**config.mk**
```make
export PLATFORM = sky130hd
export DESIGN_NAME = traffic_light_multi
export DESIGN_NICKNAME = d
export VERILOG_FILES = /design/src/rtl/traffic_light_multi.sv
export SDC_FILE = /design/constraint.sdc
export NUM_CORES = 1
export LEC_CHECK = 0
export CAP_MARGIN = 20
export CORE_MARGIN = 10
export CORE_UTILIZATION = 25
export CTS_CLUSTER_SIZE = 20
export DETAILED_ROUTE_END_ITERATION = 8
export GPL_TIMING_DRIVEN = 0
export PLACE_DENSITY = 0.42
export SLEW_MARGIN = 15
export SYNTH_ARGS = -nofsm -noshare
export SYNTH_HDL_FRONTEND = slang
export SYNTH_SLANG_ARGS = --single-unit
```
**constraint.sdc**
```tcl
create_clock -name clk -period 7.1 [get_ports clk]
set_clock_uncertainty 0.1 [all_clocks]
set_input_delay 1.42 -clock clk [delete_from_list [all_inputs] [get_ports clk]]
set_output_delay 1.42 -clock clk [all_outputs]
set_load 0.03 [all_outputs]
```
**src/rtl/traffic_light_multi.sv**
```systemverilog
// Multi-approach traffic light controller: round-robin green/yellow/all-red
// sequencing with pedestrian green extension and a flashing-yellow maintenance mode.
module traffic_light_multi #(
  parameter int NUM_DIR      = 4,
  parameter int TICK_DIV     = 1000,
  parameter int GREEN_TICKS  = 30,
  parameter int YELLOW_TICKS = 5,
  parameter int ALLRED_TICKS = 2,
  parameter int PED_EXTRA    = 10,
  parameter int CNT_W        = 16
) (
  input  logic                   clk,
  input  logic                   rst,
  input  logic                   en,
  input  logic                   flash_mode,
  input  logic [NUM_DIR-1:0]     ped_req,
  output logic [3*NUM_DIR-1:0]   lights,
  output logic [NUM_DIR-1:0]     walk,
  output logic [2:0]             active_dir,
  output logic                   in_flash
);

  typedef enum logic [1:0] {ALL_RED, GREEN, YELLOW, FLASH} state_e;

  localparam logic [3*NUM_DIR-1:0] LIGHTS_RED = {NUM_DIR{3'b100}};

  state_e                 state_q, state_d;
  logic [CNT_W-1:0]       pre_q, pre_d;
  logic [CNT_W-1:0]       ph_q, ph_d;
  logic [2:0]             dir_q, dir_d;
  logic [NUM_DIR-1:0]     pend_q, pend_d;
  logic                   pedsv_q, pedsv_d;
  logic                   fy_q, fy_d;
  logic [3*NUM_DIR-1:0]   lights_q, lights_d;
  logic [NUM_DIR-1:0]     walk_q, walk_d;
  logic                   flash_q, flash_d;

  logic                   tick;
  logic                   pend_cur;
  logic [CNT_W-1:0]       green_len;

  assign tick      = en && (pre_q == CNT_W'(TICK_DIV - 1));
  assign green_len = CNT_W'(GREEN_TICKS) + (pedsv_q ? CNT_W'(PED_EXTRA) : '0);

  // A call arriving on the green-entry edge itself must still be served.
  always_comb begin
    pend_cur = 1'b0;
    for (int unsigned i = 0; i < NUM_DIR; i++) begin
      if (dir_q == 3'(i)) pend_cur = pend_q[i] | ped_req[i];
    end
  end

  always_comb begin
    state_d = state_q;
    pre_d   = pre_q;
    ph_d    = ph_q;
    dir_d   = dir_q;
    pend_d  = pend_q | ped_req;
    pedsv_d = pedsv_q;
    fy_d    = fy_q;
    if (en) begin
      pre_d = tick ? '0 : pre_q + CNT_W'(1);
      unique case (state_q)
        ALL_RED: begin
          if (tick && ph_q == CNT_W'(ALLRED_TICKS - 1)) begin
            ph_d = '0;
            if (flash_mode) begin
              state_d = FLASH;
              fy_d    = 1'b1;
            end else begin
              state_d = GREEN;
              pedsv_d = pend_cur;
              for (int unsigned i = 0; i < NUM_DIR; i++) begin
                if (dir_q == 3'(i)) pend_d[i] = 1'b0;
              end
            end
          end else if (tick) begin
            ph_d = ph_q + CNT_W'(1);
          end
        end
        GREEN: begin
          // Truncation also restarts the prescaler so yellow keeps its full length.
          if (flash_mode) begin
            state_d = YELLOW;
            ph_d    = '0;
            pre_d   = '0;
          end else if (tick) begin
            if (ph_q == green_len - CNT_W'(1)) begin
              state_d = YELLOW;
              ph_d    = '0;
            end else begin
              ph_d = ph_q + CNT_W'(1);
            end
          end
        end
        YELLOW: begin
          if (tick) begin
            if (ph_q == CNT_W'(YELLOW_TICKS - 1)) begin
              state_d = ALL_RED;
              ph_d    = '0;
              dir_d   = (dir_q == 3'(NUM_DIR - 1)) ? '0 : dir_q + 3'd1;
            end else begin
              ph_d = ph_q + CNT_W'(1);
            end
          end
        end
        FLASH: begin
          if (tick) begin
            if (!flash_mode) begin
              state_d = ALL_RED;
              ph_d    = '0;
            end else begin
              fy_d = ~fy_q;
            end
          end
        end
        default: state_d = ALL_RED;
      endcase
    end
  end

  always_comb begin
    lights_d = LIGHTS_RED;
    walk_d   = '0;
    flash_d  = (state_d == FLASH);
    for (int unsigned i = 0; i < NUM_DIR; i++) begin
      if (state_d == FLASH) begin
        lights_d[3*i +: 3] = {1'b0, fy_d, 1'b0};
      end else if (dir_d == 3'(i) && state_d == GREEN) begin
        lights_d[3*i +: 3] = 3'b001;
        walk_d[i]          = pedsv_d;
      end else if (dir_d == 3'(i) && state_d == YELLOW) begin
        lights_d[3*i +: 3] = 3'b010;
      end
    end
  end

  always_ff @(posedge clk or negedge rst) begin
    if (!rst) begin
      state_q  <= ALL_RED;
      pre_q    <= '0;
      ph_q     <= '0;
      dir_q    <= '0;
      pend_q   <= '0;
      pedsv_q  <= 1'b0;
      fy_q     <= 1'b0;
      lights_q <= LIGHTS_RED;
      walk_q   <= '0;
      flash_q  <= 1'b0;
    end else begin
      state_q  <= state_d;
      pre_q    <= pre_d;
      ph_q     <= ph_d;
      dir_q    <= dir_d;
      pend_q   <= pend_d;
      pedsv_q  <= pedsv_d;
      fy_q     <= fy_d;
      lights_q <= lights_d;
      walk_q   <= walk_d;
      flash_q  <= flash_d;
    end
  end

  assign lights     = lights_q;
  assign walk       = walk_q;
  assign active_dir = dir_q;
  assign in_flash   = flash_q;

endmodule

```
==> results of run 1 <==
## cell usage after synthesis, drive strengths merged (3+ instances only)
master | instances | share of area
a21oi | 23 | 0.037
and2 | 3 | 0.0058
and3 | 9 | 0.017
buf | 3 | 0.0062
clkbuf | 6 | 0.0070
dfrtp | 56 | 0.43
dfstp | 4 | 0.033
ha | 14 | 0.054
inv | 19 | 0.022
mux2i | 3 | 0.010
nand2 | 32 | 0.037
nand3 | 15 | 0.023
nand4 | 8 | 0.016
nor2 | 36 | 0.043
nor3 | 13 | 0.020
nor4 | 4 | 0.0097
o21ai | 33 | 0.052
o31ai | 3 | 0.0070
or2 | 3 | 0.0066
or3 | 7 | 0.014
or4 | 5 | 0.014
xnor2 | 6 | 0.016
xor2 | 9 | 0.024
## worst reg2reg max path, stage by stage (launching register included)
cell and delay, ns:
dfrtp_1 0.39, ha_1 0.22, and4b_1 0.23, nand4_1 0.21, clkbuf_1 0.30, nand3b_1 0.31, nor2_1 0.57, nor2_1 0.33
nor2_1 0.49, nor2_1 0.11
## layout make-up
class	count	area (sq um)	area share
plain buffers	9	42.54	0.01046
clock buffers	10	229.0	0.05631
clock inverters	6	112.6	0.02769
inverters	19	71.32	0.01754
multi-input cells	258	1602	0.3938
flip-flops and latches	60	1506	0.3705
well taps	172	215.2	0.05292
repair buffers	28	287.8	0.07077
## state kept, by name, summed over array words and instances, names as in the netlist
| name | cells |
|---|---|
| walk | 4 |
| pre_q | 16 |
| ph_q | 16 |
| lights | 12 |
| in_flash | 1 |
| pedsv_q | 1 |
| active_dir | 3 |
| state_q | 2 |
| pend_q | 4 |
| fy_q | 1 |
## power by group through the flow
stage          Clock [mW]  Combinational (mW)  Sequential [mW]
6_report            0.499               0.227            0.425
3_5_place_dp            0               0.231            0.430
3_3_place_gp            0               0.228            0.429
4_1_cts             0.513               0.231            0.425
5_1_grt             0.529               0.264            0.432
2_1_floorplan           0               0.171            0.417
## per-layer routing
layer  up-vias  share of wire  track usage
met5         -              0            0
li1       1302              -            -
met2        35           0.47       0.1432
met1      1229           0.49       0.1135
met4         0          0.014      0.03446
met3         8          0.032      0.02556
## path summary, 6_finish.rpt
path / end / depth (start not counted)
worst min-delay path: pend_q[3] / 2
max in group asynchronous: lights[8] / 2
worst min register to register: pend_q[3] / 2
worst max-delay path: ph_q[15] / 9
min in group asynchronous: walk[0] / 1
worst max register to register: ph_q[15] / 9
## layout by cell type (no fill, tap or decap), drive strengths merged, types with 2 or more instances in the layout
| cell type | count |
|---|---|
| xnor2 | 6 |
| bufinv | 3 |
| o2bb2ai | 2 |
| mux2 | 2 |
| clkdlybuf4s50 | 26 |
| a22oi | 2 |
| or4bb | 2 |
| clkinv | 3 |
| nor2b | 2 |
| o21ai | 33 |
| or3 | 7 |
| mux2i | 3 |
| or4 | 5 |
| buf | 5 |
| nor3 | 13 |
| inv | 19 |
| or2 | 3 |
| dfstp | 4 |
| clkbuf | 16 |
| o31ai | 3 |
| nor4b | 2 |
| nand3 | 15 |
| ha | 14 |
| nor4 | 4 |
| and2 | 3 |
| maj3 | 2 |
| xor2 | 9 |
| nand2 | 32 |
| a21oi | 23 |
| nand3b | 2 |
| nand4 | 8 |
| dfrtp | 56 |
| nor2 | 36 |
| and3 | 9 |
## through the flow
| stage | hold WS [ns] | utilization | total power, mW |
|---|---|---|---|
| CTS | 0.4213 | 0.3222 | 1.170 |
| finish | 0.4100 | 0.3222 | 1.151 |
| global route | 0.4518 | 0.3222 | 1.226 |
| global placement | 0.4030 | 0.2938 | 0.6570 |
| detailed placement | 0.4095 | 0.2952 | 0.6611 |
| floorplan | 0.3730 | - | 0.5886 |
## kinds of logic (layout without fill, tap and decap cells)
family                     count (synthesis)  count (layout)
AOI/OAI and AO/OA                         74              74
xor gates and xnor gates                  15              15
adders and majority gates                 16              16
buffers and inverters                     28              72
DFF                                       60              60
muxes                                      5               5
and+or+nand+nor                          148             148
==> metrics, run 1 <==
number of synthesized flops with an enable pin=0; post-CTS setup repair buffer count=0; CTS max path bufs=2; Rows=between 40 and 50; Leak=between 1.5 and 2 nW; DIE AREA=about 18000 sq um; drt wl/cell=13.54 um; fin cells=approximately 560; largest stage delay on the critical path=~0.57 ns; #FFs+latches synth=60; CP startpoint kind=input port; pre-CTS WS=roughly 2.3 ns; GP Congestion=~0.75; PostCTS Resize Cnt=0; setup TNS=0 ns; Avg Cell Area, Syn=slightly above 9 sq um; Nets=just over 400; CTS tree=done; minimum clock period after layout=around 4.4 ns; GRT Total Usage=0.09032; Net Sw Power=between 0.3 and 0.4 mW; height of the die=133.5 um; worst path cell trace=clkdlybuf4s50_1 -> and4b_1 -> nand4_1 -> clkbuf_1 -> nand3b_1 -> nor2_1 -> nor2_1 -> nor2_1 -> nor2_1; Die X=between 100 and 150 um; Worst R2R Setup Slack=3.70 ns; Post-Route WL=approximately 7.6 mm; combinational power share=0.197; Worst Setup Path Type=input port to flip-flop; PortBufs=27; placed cell count=between 500 and 600; fmax=around 230 MHz; # diodes=0; ANT nets after route=0; VDD IR-drop max=0.0001027 V; Crit. Startpoint=en; Mapped Area=3222 sq um; Final Cycle Share=0.6218; status=finished clean; residual DRC count=0; clk_lat worst skew=around 0.32 ns; Net Count, Synth=between 300 and 400; final instance area=~4100 sq um; critical path data required time=slightly above 7 ns; Clk network pwr share=0.433; dpl hpwl=roughly 5.6 mm; Switching Share=0.2958; WP buf/inv=2; Sequential Power Share=0.370; # hold bufs at CTS=0; WP data arrival=4.50 ns; layout cells sized above 1=0.09744; YS warnings=0; Synth Area in Adders=0.06136; PwrDens=about 280 nW/um^2; mux cell area share after synthesis=0.01748; Fin. Hold Viols=0; design internal power=0.8104 mW; total grt overflow=0; hold path start=pend_q[3]; Slew @ Worst Pin=0.6767 ns; pin count of the biggest net entering global routing=36; number of global-route vias before repair=about 2.6k; drt via density=about 4.6; filler cell count=~1.3k; Ports=28; RSZ-0062 raised after global routing=no; final setup violation count=0; Post-synth ARST share=1.000; clock sink count=60; via count=2574; Cells after Synth=346; CP max stage cell=nor2_1; Synth Area in XOR/XNOR=0.04078; CP max FO=10; Worst setup EP type=flip-flop; first-pass GRT wire length=between 10 and 15 mm; Slew Limit Fails=0; Relative slew margins=0.5472; reg2reg start=pre_q[0]; Iter 0 DRT Violations=approximately 160; post-route setup slack=2.686 ns; DRT Pass-1 Iters=4; CP dominant cell by count=nor2_1; largest family of logic cells by synthesized area=simple AND/OR/NAND/NOR gates; clock transition at the registers of the reported paths=~0.05 ns; H-tree depth=3; Synth-to-Final Area Change=26.21%; clock buffer count from CTS=9; Core Footprint=approximately 13000 sq um; initial antenna violation count=0; Synth cell types=a little under 60; Max-Cap Viols=0; DP Area=approximately 3700 sq um; Root Buffer=clkbuf_16; complex-gate fraction of the synthesized area=0.1367; CP top delay family=simple AND/OR/NAND/NOR gates; simple logic cell fraction of the synthesized area=0.2408; Initial Utilization=0.2553; top_reg_cell synth=dfrtp_1; sequential-to-total area share from yosys stat=0.4676; hold crit path type=flip-flop to flip-flop
Note: power is estimated with default switching activity, not from simulation.
==> inputs of run 2 (changes only) <==
Clock period 7.1 ns to 4.55 ns, I/O delays scaled along.
==> results of run 2 <==
Same layout as run 1 (identical final DEF). Status: finished clean.
Among the figures that moved: setup slack after placement 2.260 ns -> 0.2204 ns; setup slack after layout 2.686 ns -> 0.6455 ns; hold slack 0.4100 ns -> 0.4031 ns; register-to-register setup slack 3.70 ns -> 1.15 ns; total power 1.151 mW -> 1.796 mW; worst IR drop on VDD 0.0001027 V -> 0.0001602 V
